`config.mk`:
```
export PLATFORM = sky130hd
export DESIGN_NAME = rs_enc_lfsr
export DESIGN_NICKNAME = d
export VERILOG_FILES = /design/src/rtl/rs_enc_lfsr.sv
export SDC_FILE = /design/constraint.sdc
export NUM_CORES = 1
export LEC_CHECK = 0
export ABC_AREA = 1
export BUFFER_PORTS_ARGS = -buffer_cell sky130_fd_sc_hd__buf_2
export CAP_MARGIN = 40
export CELL_PAD_IN_SITES_DETAIL_PLACEMENT = 0
export CELL_PAD_IN_SITES_GLOBAL_PLACEMENT = 1
export CORE_MARGIN = 5
export CORE_UTILIZATION = 40
export DETAILED_ROUTE_END_ITERATION = 16
export PLACE_DENSITY = 0.82
export SETUP_SLACK_MARGIN = 0.02
export SLEW_MARGIN = 20
export SYNTH_ARGS = -nofsm -noshare
export SYNTH_HDL_FRONTEND = slang
export SYNTH_SLANG_ARGS = --single-unit
export TNS_END_PERCENT = 30
```
`constraint.sdc`:
```
create_clock -name clk -period 1.7 [get_ports clk]
set_input_delay 0.34 -clock clk [delete_from_list [all_inputs] [get_ports clk]]
set_output_delay 0.34 -clock clk [all_outputs]
set_load 0.1 [all_outputs]
```
`src/rtl/rs_enc_lfsr.sv`:
```
// Streaming systematic RS(K+4,K) encoder over GF(2^8): message passthrough, then 4 LFSR parity bytes.
// Optional single-symbol error injector on the output, enabled by RS_ENC_ERRINJ_EN.
`timescale 1ns/1ps

module gf2m8_multi (
  input  logic [7:0] i_x,
  input  logic [7:0] i_y,
  output logic [7:0] o_z_c
);
  logic [7:0] w_sh;
  logic [7:0] w_acc;

  // Shift-and-add product reduced by x^8+x^4+x^3+x^2+1
  always_comb begin
    w_sh  = i_x;
    w_acc = 8'h00;
    for (int i = 0; i < 8; i++) begin
      if (i_y[i]) w_acc = w_acc ^ w_sh;
      w_sh = {w_sh[6:0], 1'b0} ^ (w_sh[7] ? 8'h1d : 8'h00);
    end
    o_z_c = w_acc;
  end
endmodule

module rs_enc_lfsr #(
  parameter int unsigned K     = 251,
  parameter int unsigned CNT_W = 8
) (
  input  logic             clk,
  input  logic             rstn,
  input  logic             s_valid,
  input  logic [7:0]       s_data,
  output logic             s_ready,
  output logic             m_valid,
  output logic [7:0]       m_data,
  output logic             m_last,
  input  logic             m_ready,
`ifdef RS_ENC_ERRINJ_EN
  input  logic             err_ena,
  input  logic [CNT_W-1:0] err_idx,
  input  logic [7:0]       err_pat,
`endif
  output logic             enc_done
);
  localparam int unsigned SYM_W = 8;
  localparam int unsigned NPAR  = 4;

  typedef enum logic {ST_DATA = 1'b0, ST_PAR = 1'b1} state_t;

  state_t           r_state, w_state_nx;
  logic [CNT_W-1:0] r_cnt, w_cnt_nx;
  logic [SYM_W-1:0] r_p0, r_p1, r_p2, r_p3;
  logic [SYM_W-1:0] w_p0_nx, w_p1_nx, w_p2_nx, w_p3_nx;
  logic [SYM_W-1:0] r_m_data, w_m_data_nx;
  logic             r_m_valid, w_m_valid_nx;
  logic             r_m_last, w_m_last_nx;
  logic             r_enc_done, w_enc_done_nx;
  logic             w_load_ok, w_s_ready, w_accept;
  logic [SYM_W-1:0] w_fb, w_fb_g3, w_fb_g2, w_fb_g1, w_fb_g0, w_inj;

  assign w_load_ok = ~r_m_valid | m_ready;
  assign w_s_ready = (r_state == ST_DATA) & w_load_ok;
  assign w_accept  = s_valid & w_s_ready;
  assign w_fb      = s_data ^ r_p3;

  // Feedback taps: g(x) = x^4 + 0x0f x^3 + 0x36 x^2 + 0x78 x + 0x40
  gf2m8_multi u_g3 (.i_x(w_fb), .i_y(8'h0f), .o_z_c(w_fb_g3));
  gf2m8_multi u_g2 (.i_x(w_fb), .i_y(8'h36), .o_z_c(w_fb_g2));
  gf2m8_multi u_g1 (.i_x(w_fb), .i_y(8'h78), .o_z_c(w_fb_g1));
  gf2m8_multi u_g0 (.i_x(w_fb), .i_y(8'h40), .o_z_c(w_fb_g0));

`ifdef RS_ENC_ERRINJ_EN
  logic             r_err_ena, w_first, w_ena_use;
  logic [CNT_W-1:0] r_err_idx, w_idx_use, w_pos;
  logic [SYM_W-1:0] r_err_pat, w_pat_use;

  // Settings are live on the first message byte, then held for the rest of the codeword
  assign w_first   = w_accept & (r_cnt == '0);
  assign w_ena_use = w_first ? err_ena : r_err_ena;
  assign w_idx_use = w_first ? err_idx : r_err_idx;
  assign w_pat_use = w_first ? err_pat : r_err_pat;
  assign w_pos     = (r_state == ST_DATA) ? r_cnt : r_cnt + CNT_W'(K);
  assign w_inj     = (w_ena_use && (w_pos == w_idx_use)) ? w_pat_use : '0;

  always_ff @(posedge clk or negedge rstn) begin
    if (!rstn) begin
      r_err_ena <= 1'b0;
      r_err_idx <= '0;
      r_err_pat <= '0;
    end else if (w_first) begin
      r_err_ena <= err_ena;
      r_err_idx <= err_idx;
      r_err_pat <= err_pat;
    end
  end
`else
  assign w_inj = '0;
`endif

  always_ff @(posedge clk or negedge rstn) begin
    if (!rstn) begin
      r_state    <= ST_DATA;
      r_cnt      <= '0;
      r_p0       <= '0;
      r_p1       <= '0;
      r_p2       <= '0;
      r_p3       <= '0;
      r_m_data   <= '0;
      r_m_valid  <= 1'b0;
      r_m_last   <= 1'b0;
      r_enc_done <= 1'b0;
    end else begin
      r_state    <= w_state_nx;
      r_cnt      <= w_cnt_nx;
      r_p0       <= w_p0_nx;
      r_p1       <= w_p1_nx;
      r_p2       <= w_p2_nx;
      r_p3       <= w_p3_nx;
      r_m_data   <= w_m_data_nx;
      r_m_valid  <= w_m_valid_nx;
      r_m_last   <= w_m_last_nx;
      r_enc_done <= w_enc_done_nx;
    end
  end

  always_comb begin
    w_state_nx    = r_state;
    w_cnt_nx      = r_cnt;
    w_p0_nx       = r_p0;
    w_p1_nx       = r_p1;
    w_p2_nx       = r_p2;
    w_p3_nx       = r_p3;
    w_m_data_nx   = r_m_data;
    w_m_valid_nx  = r_m_valid & ~m_ready;
    w_m_last_nx   = r_m_last & ~m_ready;
    w_enc_done_nx = r_m_valid & m_ready & r_m_last;
    case (r_state)
      ST_DATA: begin
        if (w_accept) begin
          w_p3_nx      = r_p2 ^ w_fb_g3;
          w_p2_nx      = r_p1 ^ w_fb_g2;
          w_p1_nx      = r_p0 ^ w_fb_g1;
          w_p0_nx      = w_fb_g0;
          w_m_data_nx  = s_data ^ w_inj;
          w_m_valid_nx = 1'b1;
          w_m_last_nx  = 1'b0;
          if (r_cnt == CNT_W'(K - 1)) begin
            w_cnt_nx   = '0;
            w_state_nx = ST_PAR;
          end else begin
            w_cnt_nx = r_cnt + CNT_W'(1);
          end
        end
      end
      ST_PAR: begin
        // Parity drains highest degree first by shifting the remainder register
        if (w_load_ok) begin
          w_m_data_nx  = r_p3 ^ w_inj;
          w_m_valid_nx = 1'b1;
          w_p3_nx      = r_p2;
          w_p2_nx      = r_p1;
          w_p1_nx      = r_p0;
          w_p0_nx      = '0;
          if (r_cnt == CNT_W'(NPAR - 1)) begin
            w_m_last_nx = 1'b1;
            w_cnt_nx    = '0;
            w_state_nx  = ST_DATA;
            w_p3_nx     = '0;
            w_p2_nx     = '0;
            w_p1_nx     = '0;
          end else begin
            w_m_last_nx = 1'b0;
            w_cnt_nx    = r_cnt + CNT_W'(1);
          end
        end
      end
      default: w_state_nx = ST_DATA;
    endcase
  end

  assign s_ready  = w_s_ready;
  assign m_valid  = r_m_valid;
  assign m_data   = r_m_data;
  assign m_last   = r_m_last;
  assign enc_done = r_enc_done;
endmodule

```
# After elaboration in Yosys (flattened, before gate mapping)
# Index checks and enable logic that the tools add are counted.
[totals]
word_cells = 86
register_bits = 52
out_inout_bits = 12
input_bits = 12
[classes]
n_mux = 41
n_eq_ne = 4
add_sub_neg = 1
n_reduce_logical = 1
bitwise_logic = 29
[ops]
columns = ["operator", "n"]
rows = [
  ["$mux 8", 17],
  ["$xor 8x8->8", 17],
  ["$pmux 8 s2", 6],
  ["$mux 5", 6],
  ["$xor 8x5->8", 2],
  ["$mux 1", 9],
  ["$add 8x1->8 const B", 1],
  ["$eq 8x2->1 const B", 1],
  ["$eq 8x8->1 const B", 1],
  ["$and 1x1->1", 6],
  ["$pmux 1 s2", 3],
  ["$not 1->1", 3],
  ["$ne 2x1->1 const B", 1],
  ["$ne 2x2->1 const B", 1],
  ["$reduce_and 2->1", 1],
  ["$or 1x1->1", 1],
]

# Depth between registers and ports, before layout
# Gate-level depths: netlist of the first run.
[depth]
ltp_word = 17
depth_mapped = 17
ltp_nobuf = 17

# Hierarchy
# From an unflattened synthesis of the first run, not the netlist that was laid out.
[hier_totals]
cells_unflattened = 1683
hier_area_um2 = 9212.6
[modules_own_cells]
columns = ["module", "instances", "cells_per_inst", "area_each_um2", "seq_area_each_um2"]
rows = [
  ["gf2m8_multi (u_g0 ...)", 3, 335, 1616.6, 0.0],
  ["rs_enc_lfsr", 1, 352, 2811.4, 1301.2],
  ["gf2m8_multi (u_g3)", 1, 326, 1551.5, 0.0],
]

# Least setup slack after synthesis of the first run
# Ideal clock, no wire load.
[synth_timing]
path_kind = "reg-to-reg"
start = "register r_m_valid, in the netlist m_valid"
end = "register r_m_last, in the netlist m_last"
stages_incl_launch_ff = 7
setup_slack_ns = -1.342
required_ns = 1.563
arrival_time_ns = 2.905
setup_ns = 0.137
n_path_buf = 0
synth_period_minus_slack_ns = 3.042
path_cell_list = "dfrtp_1 -> inv_1 -> nor2_1 -> nor2_1 -> nand2_1 -> nand3_1 -> a21oi_1"
[synth_between]
elab_chain_cells = 6
elab_cells_between_ends = 7
classes_between = "3 x mux; 4 x bitwise"
[synth_rtl]
columns = ["item", "line_no", "text"]
rows = [
  ["start: declaration", "55", "logic r_m_valid, w_m_valid_nx;"],
  ["start signal: assignment", "120", "r_m_valid <= w_m_valid_nx;"],
  ["$not 1->1", "61", "assign w_load_ok = ~r_m_valid | m_ready;"],
  ["$or 1x1->1", "61", ""],
  ["$and 1x1->1", "62", "assign w_s_ready = (r_state == ST_DATA) & w_load_ok;"],
  ["via s_ready", "33", "output logic s_ready,"],
  ["$and 1x1->1", "63", "assign w_accept = s_valid & w_s_ready;"],
  ["$mux 1", "139", "if (w_accept) begin"],
  ["$pmux 1 s2", "137", "case (r_state)"],
  ["via w_m_last_nx", "56", "logic r_m_last, w_m_last_nx;"],
  ["end signal: assignment", "121", "r_m_last <= w_m_last_nx;"],
  ["end: declaration", "56", ""],
]
# The timed path passes the listed nets, and every way through them passes these cells.
# A chain may end at the register's enable or synchronous reset.

# Worst setup path in the final report of the first run
[layout_timing]
start = "register r_p3[7]"
end = "register r_p0[3]"
[layout_between]
elab_chain_cells = 11
elab_cells_between_ends = 12
classes_between = "5 x mux; 7 x bitwise"
[layout_rtl]
columns = ["item", "line_no", "text"]
rows = [
  ["start: declaration", "52", "logic [SYM_W-1:0] r_p0, r_p1, r_p2, r_p3;"],
  ["start signal: assignment", "118", "r_p3 <= w_p3_nx;"],
  ["$xor 8x8->8 *", "64", "assign w_fb = s_data ^ r_p3;"],
  ["$mux 5 *", "19", "w_sh = {w_sh[6:0], 1'b0} ^ (w_sh[7] ? 8'h1d : 8'h00);"],
  ["$xor 8x5->8 *", "19", ""],
  ["$xor 8x8->8 * (2 in a row)", "19", ""],
  ["$xor 8x5->8 *", "19", ""],
  ["$mux 5 / $xor 8x8->8 (equally long branches)", "19", ""],
  ["$xor 8x8->8 *", "19", ""],
  ["$xor 8x8->8 *", "-", ""],
  ["$mux 8 *", "139", ""],
  ["$pmux 8 s2 *", "137", ""],
  ["end signal: assignment", "115", "r_p0 <= w_p0_nx;"],
  ["end: declaration", "52", ""],
]
# Every way passes the cells marked *; elsewhere a longest branch is shown, timed or not. The select of a mux whose other input is x is not followed.

==> results of run 1 <==
[final timing paths]
check,from,endpoint,slack [ps]
max,r_p3[7]$_DFFE_PN0P_,r_p0[3]$_DFFE_PN0P_,-130
min in group clk,s_data[6],m_data[6]$_DFFE_PN0P_,300
min,rstn,m_data[0]$_DFFE_PN0P_,2
max in group asynchronous,rstn,m_valid$_DFF_PN0_,1430
max reg2reg,r_p3[7]$_DFFE_PN0P_,r_p0[3]$_DFFE_PN0P_,-130
min reg2reg,r_p1[7]$_DFFE_PN0P_,r_p1[7]$_DFFE_PN0P_,520
[per-stage QoR]
step | worst slack [ps] | instances | utilization | cell area (sq um) | power, mW
finish | -129 | 724 | 0.598 | 5240 | 11.9
global route | -268 | 724 | 0.598 | 5240 | 12.7
CTS | -108 | 717 | 0.558 | 4890 | 10.8
detailed placement | -317 | 697 | 0.507 | 4440 | 9.03
global placement | -281 | 697 | 0.507 | 4440 | 8.93
floorplan | -41.1 | 505 | - | 3640 | 6.58
[logic make-up after synthesis]
| kind of cell | after synthesis | share of synthesized area |
|---|---|---|
| buf+inv | 65 | 0.0772 |
| xor+xnor | 25 | 0.0765 |
| compound gates | 58 | 0.0897 |
| simple gates | 303 | 0.388 |
| flops | 52 | 0.361 |
| fa+ha+maj | 2 | 0.00695 |
[power groups by stage]
stage	clock, mW	sequential (mW)	combinational (mW)
2_1_floorplan	0	2.85	3.73
5_1_grt	0.984	2.20	9.54
4_1_cts	0.937	2.10	7.78
3_3_place_gp	0	2.08	6.85
3_5_place_dp	0	2.10	6.93
6_report	0.914	2.14	8.85
[timing repair]
| action | 4_1_cts | 5_1_grt |
|---|---|---|
| setup buffers | 13 | 7 |
| hold buffers | 0 | 0 |
| gates resized for setup | 67 | 70 |
| pin swaps | 37 | 40 |
| setup endpoints to repair | 34 | 38 |
[registers in the layout (all words and copies together), names as in the netlist, 8 cells and up]
name,count
r_cnt,8
r_p3,8
r_p2,8
r_p0,8
m_data,8
r_p1,8
[worst register-to-register path: cells and delay by family (launching register included)]
family	cells	cell delay, ps
DFF	1	430
buffers and inverters	5	590
xor gates and xnor gates	2	280
and+or+nand+nor	4	360
AOI/OAI and AO/OA	1	110
[cell usage in the layout (no fill, tap or decap), types with 12 or more instances in the layout]
cell,netlist,layout
sky130_fd_sc_hd__nand2_2,18,42
sky130_fd_sc_hd__nand2_1,173,128
sky130_fd_sc_hd__dfrtp_1,52,47
sky130_fd_sc_hd__nor2_1,26,21
sky130_fd_sc_hd__buf_4,0,81
sky130_fd_sc_hd__nand4_1,14,14
sky130_fd_sc_hd__inv_1,43,37
sky130_fd_sc_hd__nand3_2,2,13
sky130_fd_sc_hd__o21ai_0,18,12
sky130_fd_sc_hd__nand3_1,49,37
sky130_fd_sc_hd__buf_2,2,22
sky130_fd_sc_hd__nand2_4,6,22
[cell type report]
| class | count | area, sq um | share of cell area |
|---|---|---|---|
| Sequential cell | 52 | 1310 | 0.250 |
| Clock inverter | 2 | 38.8 | 0.00740 |
| Multi-Input combinational cell | 388 | 2540 | 0.484 |
| Tap cell | 108 | 135 | 0.0258 |
| Timing Repair Buffer | 117 | 937 | 0.179 |
| Clock buffer | 6 | 72.6 | 0.0138 |
| Inverter | 51 | 209 | 0.0399 |
[layer usage]
layer	routed length (microns)	vias to the layer above	part of all wire	GRT usage
met5	0	-	0	0
met4	76	0	0.0070	0.0365
met3	378	8	0.035	0.0240
met2	5580	64	0.52	0.340
met1	4750	1784	0.44	0.252
li1	-	1847	-	-
==> impl_metrics.env, run 1 <==
export IMPL_fraction_of_layout_cells_with_a_size_suffix_above_1=0.420
export IMPL_holdCritPathClass="in2async"
export IMPL_global_route_usage_total=0.192
export IMPL_tritoncts_num_sinks=52
export IMPL_layout_min_cycle_time_ps=1830
export IMPL_synth_yosys_seq_area_share=0.361
export IMPL_worstSkewPairLatency_ps=310
export IMPL_grt_max_degree=53
export IMPL_postSynthAreaPerCell_sq_um=7.13
export IMPL_report_final_setup_viol=24
export IMPL_yosysTopAreaCell="sky130_fd_sc_hd__dfrtp_1"
export IMPL_power_frac_clock=0.077
export IMPL_static_leakage_power_nw=2.58
export IMPL_synth_edf_count=0
export IMPL_worst_pin_slew_ps=491
export IMPL_setup_repair_after_global_routing_missed_its_margin="true"
export IMPL_vdd_ir_drop_max_mv=0.763
export IMPL_final_period_utilization=1.08
export IMPL_grt_pass1_vias=3579
export IMPL_firstDrtPassIters=5
export IMPL_drc=0
export IMPL_max_clock_freq_mhz=547
export IMPL_mappedNetlistArea_sq_mm=0.00360
export IMPL_worst_ep_required_time_ps=1950
export IMPL_most_frequently_used_cell_type_in_the_post_synthesis_netlist="sky130_fd_sc_hd__nand2_1"
export IMPL_ys_flop_type="sky130_fd_sc_hd__dfrtp_1"
export IMPL_via_per_inst=5.11
export IMPL_worst_setup_path_type="reg2reg"
export IMPL_maxSlewViolCount=0
export IMPL_hold_violations=0
export IMPL_flops_latches_synth=52
export IMPL_row_count=34
export IMPL_htreeDepth=2
export IMPL_nNetsFinal=629
export IMPL_critical_path_arrival_ps=2070
export IMPL_synthDominantCellAreaShare=0.361
export IMPL_synthDistinctLibCells=36
export IMPL_n_antenna_cell=0
export IMPL_cts_reportedPaths_clkPinSlew_ps=110
export IMPL_delay_heaviest_family_cp="buffers and inverters"
export IMPL_worst_setup_end_kind="flip-flop"
export IMPL_io_buffer_count=23
export IMPL_synth_cells=505
export IMPL_finClkSkew_ps=5.25
export IMPL_clock_tree_buffer_depth=2
export IMPL_status="finished with violations"
export IMPL_internal_dissipation_mw=5.71
export IMPL_clockRootBuffer="sky130_fd_sc_hd__clkbuf_8"
export IMPL_area_growth_synth_to_final_pct=45.6
export IMPL_numCtsBuffers=5
export IMPL_cpPeakStageDelay_ps=430
export IMPL_detailed_place_hpwl_microns=7450
export IMPL_worst_path_max_fanout=6
export IMPL_max_cap_violations=0
export IMPL_holdWs_ps=1.92
export IMPL_filler_cell_count=747
export IMPL_start_kind="flip-flop"
export IMPL_syn_nets=519
export IMPL_combinationalPowerShare=0.744
export IMPL_yosysWarningCount=0
export IMPL_violations_in_the_final_reports="negative setup slack"
export IMPL_die_footprint_sq_mm=0.0110
export IMPL_post_drt_wl_per_cell_microns=14.9
export IMPL_place_congestion=0.867
export IMPL_power_switching_fraction=0.520
export IMPL_routed_via_count=3703
export IMPL_number_of_antenna_violations_at_the_first_check_in_global_routing=0
export IMPL_worst_slack_ps=-129
export IMPL_power_share_sequential=0.180
export IMPL_reg2regPathDepth=12
export IMPL_p_sw_mw=6.19
export IMPL_grt_remaining_overflow=0
export IMPL_power_density_mw_per_mm2=2270
export IMPL_antenna_violating_nets_post_route=0
export IMPL_top_post_synthesis_cells_by_area="sky130_fd_sc_hd__dfrtp_1, sky130_fd_sc_hd__nand2_1, sky130_fd_sc_hd__nand3_1"
export IMPL_timing_critical_path_slowest_stage_cell="sky130_fd_sc_hd__dfrtp_1"
export IMPL_totalWireLength_microns=10800
export IMPL_worstSetupPathDepth=12
export IMPL_dieHeight_microns=105
export IMPL_critical_path_n_buffers_inverters=5
export IMPL_timing_max_slew_rel_slack=0.675
export IMPL_die_x_microns=105
export IMPL_tritoncts="yes"
export IMPL_synthArstFlopShare=1.00
export IMPL_setup_total_negative_slack_ps=-1750
export IMPL_grt_first_pass_wirelength_microns=17500
export IMPL_core_area_sq_mm=0.00876
export IMPL_io_pins=24
export IMPL_initialDrtViolationCount=181
export IMPL_effective_utilization_at_floorplan=0.411
export IMPL_path_cells="inv_2 > nand2_2 > nand2_4 > nand2_2 > nand2_8 > buf_6 > buf_12 > xor2_4 > buf_4 > buf_4 > xnor2_2 > o21ai_1"
export IMPL_synth_commonest_cells="sky130_fd_sc_hd__nand2_1, sky130_fd_sc_hd__dfrtp_1, sky130_fd_sc_hd__nand3_1"
Note: power is estimated with default switching activity, not from simulation.
==> run 2, diff against run 1 <==
--- a/config.mk
+++ b/config.mk
@@ -16,3 +16,3 @@
 export PLACE_DENSITY = 0.82
-export SETUP_SLACK_MARGIN = 0.02
+export SETUP_SLACK_MARGIN = 0.4
 export SLEW_MARGIN = 20
==> constraint.sdc (replaced) <==
create_clock -name clk -period 1.7 [get_ports clk]
set_input_delay 0.255 -clock clk [delete_from_list [all_inputs] [get_ports clk]]
set_output_delay 0.255 -clock clk [all_outputs]
set_load 0.1 [all_outputs]
==> run 2 against run 1 <==
Against the previous run:
- the flow still finishes with violations (negative setup slack)
- clock skew up 6.6 ps
- sequential power up 2%
- global-route usage up 1.6 points
- cell count up 1.5%
- utilization up 2.2 points
- power up 4.3%
- register-to-register slack worse by 110 ps
- design area up 3.6%
- critical path type unchanged
==> impl_metrics.env, run 2 (same netlist as run 1, synthesis figures left out) <==
export IMPL_final_cell_count_no_fill=735
export IMPL_worst_setup_path_type="reg2reg"
export IMPL_initialDrtViolationCount=189
export IMPL_final_common_cell="sky130_fd_sc_hd__nand2_1"
export IMPL_setup_repair_after_global_routing_missed_its_margin="true"
export IMPL_place_congestion=0.946
export IMPL_worst_hold_path_endpoint="m_data[1]$_DFFE_PN0P_"
export IMPL_die_footprint_sq_mm=0.0110
export IMPL_totalWireLength_microns=11600
export IMPL_max_clock_freq_mhz=516
export IMPL_holdCritPathClass="in2reg"
export IMPL_layout_cells_most_common_list="sky130_fd_sc_hd__nand2_1, sky130_fd_sc_hd__buf_4, sky130_fd_sc_hd__nand2_2, sky130_fd_sc_hd__dfrtp_1"
export IMPL_hold_violations=0
export IMPL_clock_tree_buffer_depth=2
export IMPL_firstDrtPassIters=4
export IMPL_total_power_mw=12.4
export IMPL_worst_slack_ps=-237
export IMPL_start_kind="flip-flop"
export IMPL_dieHeight_microns=105
export IMPL_htreeDepth=2
export IMPL_final_period_utilization=1.14
export IMPL_detailed_place_hpwl_microns=7740
export IMPL_numCtsBuffers=5
export IMPL_io_pins=24
export IMPL_power_density_mw_per_mm2=2280
export IMPL_static_leakage_power_nw=2.62
export IMPL_antenna_violating_nets_post_route=0
export IMPL_finClkSkew_ps=11.9
export IMPL_setup_total_negative_slack_ps=-3190
export IMPL_crit_reg2reg_capture="r_p3[7]$_DFFE_PN0P_"
export IMPL_grt_first_pass_wirelength_microns=18900
export IMPL_path_cells="inv_2 > buf_4 > buf_4 > buf_4 > buf_4 > buf_4 > buf_4 > buf_4 > buf_4 > buf_4 > buf_4 > o21ai_2"
export IMPL_clockRootBuffer="sky130_fd_sc_hd__clkbuf_8"
export IMPL_effective_utilization_at_floorplan=0.411
export IMPL_worst_setup_end_kind="flip-flop"
export IMPL_critical_path_n_buffers_inverters=11
export IMPL_post_drt_wl_per_cell_microns=15.8
export IMPL_fraction_of_layout_cells_with_a_size_suffix_above_1=0.453
export IMPL_holdPathStages=3
export IMPL_max_cap_violations=0
export IMPL_io_buffer_count=23
export IMPL_tritoncts="yes"
export IMPL_delay_heaviest_family_cp="buffers and inverters"
export IMPL_report_final_setup_viol=24
export IMPL_status="finished with violations"
export IMPL_die_x_microns=105
export IMPL_layout_min_cycle_time_ps=1940
export IMPL_routed_via_count=3872
export IMPL_hp_start="s_data[1]"
export IMPL_area_growth_synth_to_final_pct=50.9
export IMPL_critPathMostFrequentCell="sky130_fd_sc_hd__buf_4"
export IMPL_vdd_ir_drop_max_mv=0.877
export IMPL_reg2regPathDepth=12
export IMPL_n_antenna_cell=0
export IMPL_via_per_inst=5.27
export IMPL_tritoncts_num_sinks=52
export IMPL_placed_cells_incl_taps=697
export IMPL_grt_max_degree=28
export IMPL_worst_pin_slew_ps=473
export IMPL_core_area_sq_mm=0.00876
export IMPL_cpPeakStageDelay_ps=440
export IMPL_critical_path_arrival_ps=2190
export IMPL_timing_critical_path_slowest_stage_cell="sky130_fd_sc_hd__dfrtp_1"
export IMPL_reg2reg_from="r_p3[7]$_DFFE_PN0P_"
export IMPL_grt_remaining_overflow=0
export IMPL_violations_in_the_final_reports="negative setup slack"
export IMPL_worst_path_max_fanout=4
export IMPL_number_of_antenna_violations_at_the_first_check_in_global_routing=0
export IMPL_worst_ep_required_time_ps=1950
export IMPL_timing_max_slew_rel_slack=0.684
export IMPL_maxSlewViolCount=0
export IMPL_worst_r2r_setup_slack_ps=-240
export IMPL_global_route_usage_total=0.208
export IMPL_row_count=34
export IMPL_cts_reportedPaths_clkPinSlew_ps=110
export IMPL_drc=0
export IMPL_worstSkewPairLatency_ps=320
export IMPL_worstSetupPathDepth=12
export IMPL_grt_pass1_vias=3813
export IMPL_nNetsFinal=640
-- run 2: changes by cell type in the layout (fill, tap and decap cells not counted), sizes merged --
cell         previous run  this run
buf                   117       127
bufinv                  1         0
clkbuf                  6         5
clkinv                  0         1
clkinvlp                0         1
dlygate4sd3             0         1
-- run 2: power breakdown --
part / leakage (nW) / internal [mW] / switching [mW]
sequential: 0.666 / 1.71 / 0.463
clock: 0.0445 / 0.294 / 0.473
combinational: 1.91 / 3.92 / 5.55
total: 2.62 / 5.93 / 6.48
-- run 2: metal layers --
| layer | track usage | vias up | part of all wire |
|---|---|---|---|
| li1 | - | 1881 | - |
| met1 | 0.270 | 1876 | 0.42 |
| met2 | 0.358 | 100 | 0.51 |
| met3 | 0.0302 | 15 | 0.050 |
| met4 | 0.0621 | 0 | 0.015 |
| met5 | 0 | - | 0 |
-- run 2: final cells by class --
type | instances | area, sq um
clock buffer | 5 | 68.8
multi-input combinational | 388 | 2620
sequential | 52 | 1310
tap | 108 | 135
clock inverter | 3 | 21.3
fill | 701 | 3330
inverter | 51 | 199
timing repair buffer | 128 | 1080
-- run 2: worst reg2reg max path, stage by stage, from the launching register on --
cell	delay (ps)
sky130_fd_sc_hd__dfrtp_1	440
sky130_fd_sc_hd__inv_2	80
sky130_fd_sc_hd__buf_4	130
sky130_fd_sc_hd__buf_4	120
sky130_fd_sc_hd__buf_4	120
sky130_fd_sc_hd__buf_4	120
sky130_fd_sc_hd__buf_4	130
sky130_fd_sc_hd__buf_4	130
sky130_fd_sc_hd__buf_4	120
sky130_fd_sc_hd__buf_4	130
sky130_fd_sc_hd__buf_4	130
sky130_fd_sc_hd__buf_4	120
sky130_fd_sc_hd__o21ai_2	110
-- run 2: worst max path at each step --
stage | startpoint | slack (ps) | endpoint
after floorplan | m_valid$_DFF_PN0_ | -5 | m_last$_DFF_PN0_
after global placement | r_p3[3]$_DFFE_PN0P_ | -320 | r_p1[3]$_DFFE_PN0P_
after detailed placement | r_p3[3]$_DFFE_PN0P_ | -360 | r_p1[3]$_DFFE_PN0P_
after CTS | r_p3[7]$_DFFE_PN0P_ | -160 | r_p3[4]$_DFFE_PN0P_
after global routing | r_p3[7]$_DFFE_PN0P_ | -350 | r_p3[5]$_DFFE_PN0P_
final | r_p3[7]$_DFFE_PN0P_ | -240 | r_p3[7]$_DFFE_PN0P_
-- run 2: repair_timing --
| item | CTS | global route |
|---|---|---|
| pin swaps | 51 | 25 |
| buffers inserted | 25 | 4 |
| cloned | 0 | 0 |
| gates resized for setup | 108 | 43 |
| hold endpoints to repair | 9 | 0 |
| setup endpoints to repair | 63 | 54 |
| hold buffers | 1 | 0 |
-- run 2: stage by stage --
step | hold WS, ps | utilization | area (sq um) | worst slack [ps]
after floorplan | -40.6 | - | 3730 | -5.14
after detailed placement | 179 | 0.516 | 4520 | -364
after CTS | 207 | 0.596 | 5220 | -161
final | 213 | 0.620 | 5430 | -237
after global placement | 178 | 0.516 | 4520 | -320
after global routing | 215 | 0.620 | 5430 | -352
==> run 3, diff against run 2 <==
RECOVER_POWER = 25   (was not set)
==> run 3 against run 2 <==
Against the previous run:
- the flow still finishes with violations (negative setup slack)
- flip-flop and latch count did not move
- register-to-register slack barely moved
- design area fell by 0.58%
- highest routed layer unchanged
- critical path type unchanged
- clock power rose by 0.5%
- clock skew rose by 1.5 ps
- non-clock buffer count did not move
- setup slack barely moved
- global-route usage did not move
- fmax barely moved
- utilization fell by 0.36 points
- cell count did not move
==> impl_metrics.env, run 3 (same netlist as run 1, synthesis figures left out) <==
export IMPL_layout_cells_most_common_list="sky130_fd_sc_hd__nand2_1, sky130_fd_sc_hd__buf_4, sky130_fd_sc_hd__nand2_2, sky130_fd_sc_hd__dfrtp_1"
export IMPL_critical_path_endpoint="r_p3[7]$_DFFE_PN0P_"
export IMPL_dieHeight_microns=105
export IMPL_reg2reg_from="r_p3[7]$_DFFE_PN0P_"
export IMPL_timing_max_slew_rel_slack=0.548
export IMPL_report_final_setup_viol=24
export IMPL_core_area_sq_mm=0.00876
export IMPL_routed_via_count=3881
export IMPL_die_footprint_sq_mm=0.0110
export IMPL_start_kind="flip-flop"
export IMPL_post_drt_wl_per_cell_microns=15.8
export IMPL_clockRootBuffer="sky130_fd_sc_hd__clkbuf_8"
export IMPL_area_growth_synth_to_final_pct=50.0
export IMPL_nNetsFinal=640
export IMPL_grt_max_degree=28
export IMPL_final_period_utilization=1.14
export IMPL_clock_tree_buffer_depth=2
export IMPL_antenna_violating_nets_post_route=0
export IMPL_setup_repair_after_global_routing_missed_its_margin="true"
export IMPL_worst_r2r_setup_slack_ps=-240
export IMPL_fraction_of_layout_cells_with_a_size_suffix_above_1=0.451
export IMPL_effective_utilization_at_floorplan=0.411
export IMPL_postPlaceCellArea_sq_mm=0.00452
export IMPL_detailed_place_hpwl_microns=7740
export IMPL_max_clock_freq_mhz=516
export IMPL_finClkSkew_ps=13.4
export IMPL_initialDrtViolationCount=189
export IMPL_firstDrtPassIters=4
export IMPL_worst_slack_ps=-237
export IMPL_reg2regPathDepth=12
export IMPL_hold_violations=0
export IMPL_worst_pin_slew_ps=678
export IMPL_finish_instance_area_sq_mm=0.00540
export IMPL_critical_path_arrival_ps=2190
export IMPL_worst_ep_required_time_ps=1950
export IMPL_final_common_cell="sky130_fd_sc_hd__nand2_1"
export IMPL_holdWs_ps=212
export IMPL_worst_setup_path_type="reg2reg"
export IMPL_totalWireLength_microns=11600
export IMPL_die_x_microns=105
export IMPL_n_antenna_cell=0
export IMPL_cts_reportedPaths_clkPinSlew_ps=110
export IMPL_global_route_usage_total=0.208
export IMPL_row_count=34
export IMPL_via_per_inst=5.28
export IMPL_htreeDepth=2
export IMPL_io_pins=24
export IMPL_first_element_of_the_critical_path="r_p3[7]$_DFFE_PN0P_"
export IMPL_crit_reg2reg_capture="r_p3[7]$_DFFE_PN0P_"
export IMPL_grt_remaining_overflow=0
export IMPL_drc=0
export IMPL_worst_setup_end_kind="flip-flop"
export IMPL_max_cap_violations=0
export IMPL_maxSlewViolCount=0
export IMPL_io_buffer_count=23
export IMPL_holdCritPathClass="in2reg"
export IMPL_layout_min_cycle_time_ps=1940
export IMPL_worst_path_max_fanout=4
export IMPL_worstSkewPairLatency_ps=320
export IMPL_power_density_mw_per_mm2=2300
export IMPL_static_leakage_power_nw=2.60
export IMPL_tritoncts="yes"
export IMPL_numCtsBuffers=5
export IMPL_tritoncts_num_sinks=52
export IMPL_place_congestion=0.946
export IMPL_grt_pass1_vias=3813
export IMPL_number_of_antenna_violations_at_the_first_check_in_global_routing=0
export IMPL_status="finished with violations"
export IMPL_finalCoreUtilization=0.616
export IMPL_setup_total_negative_slack_ps=-3200
export IMPL_vdd_ir_drop_max_mv=0.877
export IMPL_violations_in_the_final_reports="negative setup slack"
export IMPL_grt_first_pass_wirelength_microns=18900
==> run 3: cell types whose count changed in the layout (fill, tap and decap cells not counted) <==
| cell | delta |
|---|---|
| sky130_fd_sc_hd__buf_12 | -2 |
| sky130_fd_sc_hd__buf_2 | -1 |
| sky130_fd_sc_hd__clkbuf_2 | +2 |
| sky130_fd_sc_hd__clkbuf_1 | +1 |
==> run 3: worst max-delay path, cell delays in order, from the launching register on <==
cell and delay (ps):
sky130_fd_sc_hd__dfrtp_1 440, sky130_fd_sc_hd__inv_2 80, sky130_fd_sc_hd__buf_4 130, sky130_fd_sc_hd__buf_4 120
sky130_fd_sc_hd__buf_4 120, sky130_fd_sc_hd__buf_4 120, sky130_fd_sc_hd__buf_4 130, sky130_fd_sc_hd__buf_4 130
sky130_fd_sc_hd__buf_4 120, sky130_fd_sc_hd__buf_4 130, sky130_fd_sc_hd__buf_4 130, sky130_fd_sc_hd__buf_4 120
sky130_fd_sc_hd__o21ai_2 110
==> run 3: worst min path at each step <==
stage | start | to | slack (ps) | depth (start not counted)
3_3_place_gp | rstn | r_p3[0]$_DFFE_PN0P_ | 180 | 1
2_1_floorplan | rstn | enc_done$_DFF_PN0_ | -40 | 0
3_5_place_dp | rstn | m_data[6]$_DFFE_PN0P_ | 180 | 1
5_1_grt | m_ready | enc_done$_DFF_PN0_ | 220 | 3
4_1_cts | s_data[1] | m_data[1]$_DFFE_PN0P_ | 210 | 3
6_report | s_data[1] | m_data[1]$_DFFE_PN0P_ | 210 | 3
==> run 3: per-stage QoR <==
| step | instances | worst slack, ps | power (mW) |
|---|---|---|---|
| floorplan | 505 | -5.14 | 6.74 |
| global placement | 697 | -320 | 9.11 |
| detailed placement | 697 | -364 | 9.23 |
| CTS | 731 | -161 | 11.7 |
| global route | 735 | -352 | 13.2 |
| finish | 735 | -237 | 12.4 |
==> run 3: report_power, final <==
part	total (mW)	internal [mW]	leakage [nW]	switching (mW)
registers	2.18	1.71	0.666	0.462
logic	9.46	3.91	1.89	5.55
clock network	0.771	0.294	0.0445	0.477
total	12.4	5.92	2.60	6.48
==> run 3: area by class of cell <==
class,count,area [sq um]
Inverter,51,199
Tap cell,108,135
Fill cell,703,3360
Sequential cell,52,1310
Clock inverter,3,21.3
Clock buffer,5,68.8
Timing Repair Buffer,128,1040
Multi-Input combinational cell,388,2620
==> run 3: timing repair <==
item / in CTS / in global routing
endpoints found under the setup margin: 63 / 54
buffers inserted: 25 / 4
pin swaps: 51 / 25
gates resized for setup: 108 / 43
gates cloned: 0 / 0
hold endpoints to repair: 9 / 0
hold buffers: 1 / 0
==> run 3: metal layers <==
metal	up-vias	routed length, microns	GRT usage
li1	1882	-	-
met1	1887	4890	0.270
met2	93	5950	0.358
met3	19	602	0.0302
met4	0	192	0.0621
met5	-	0	0
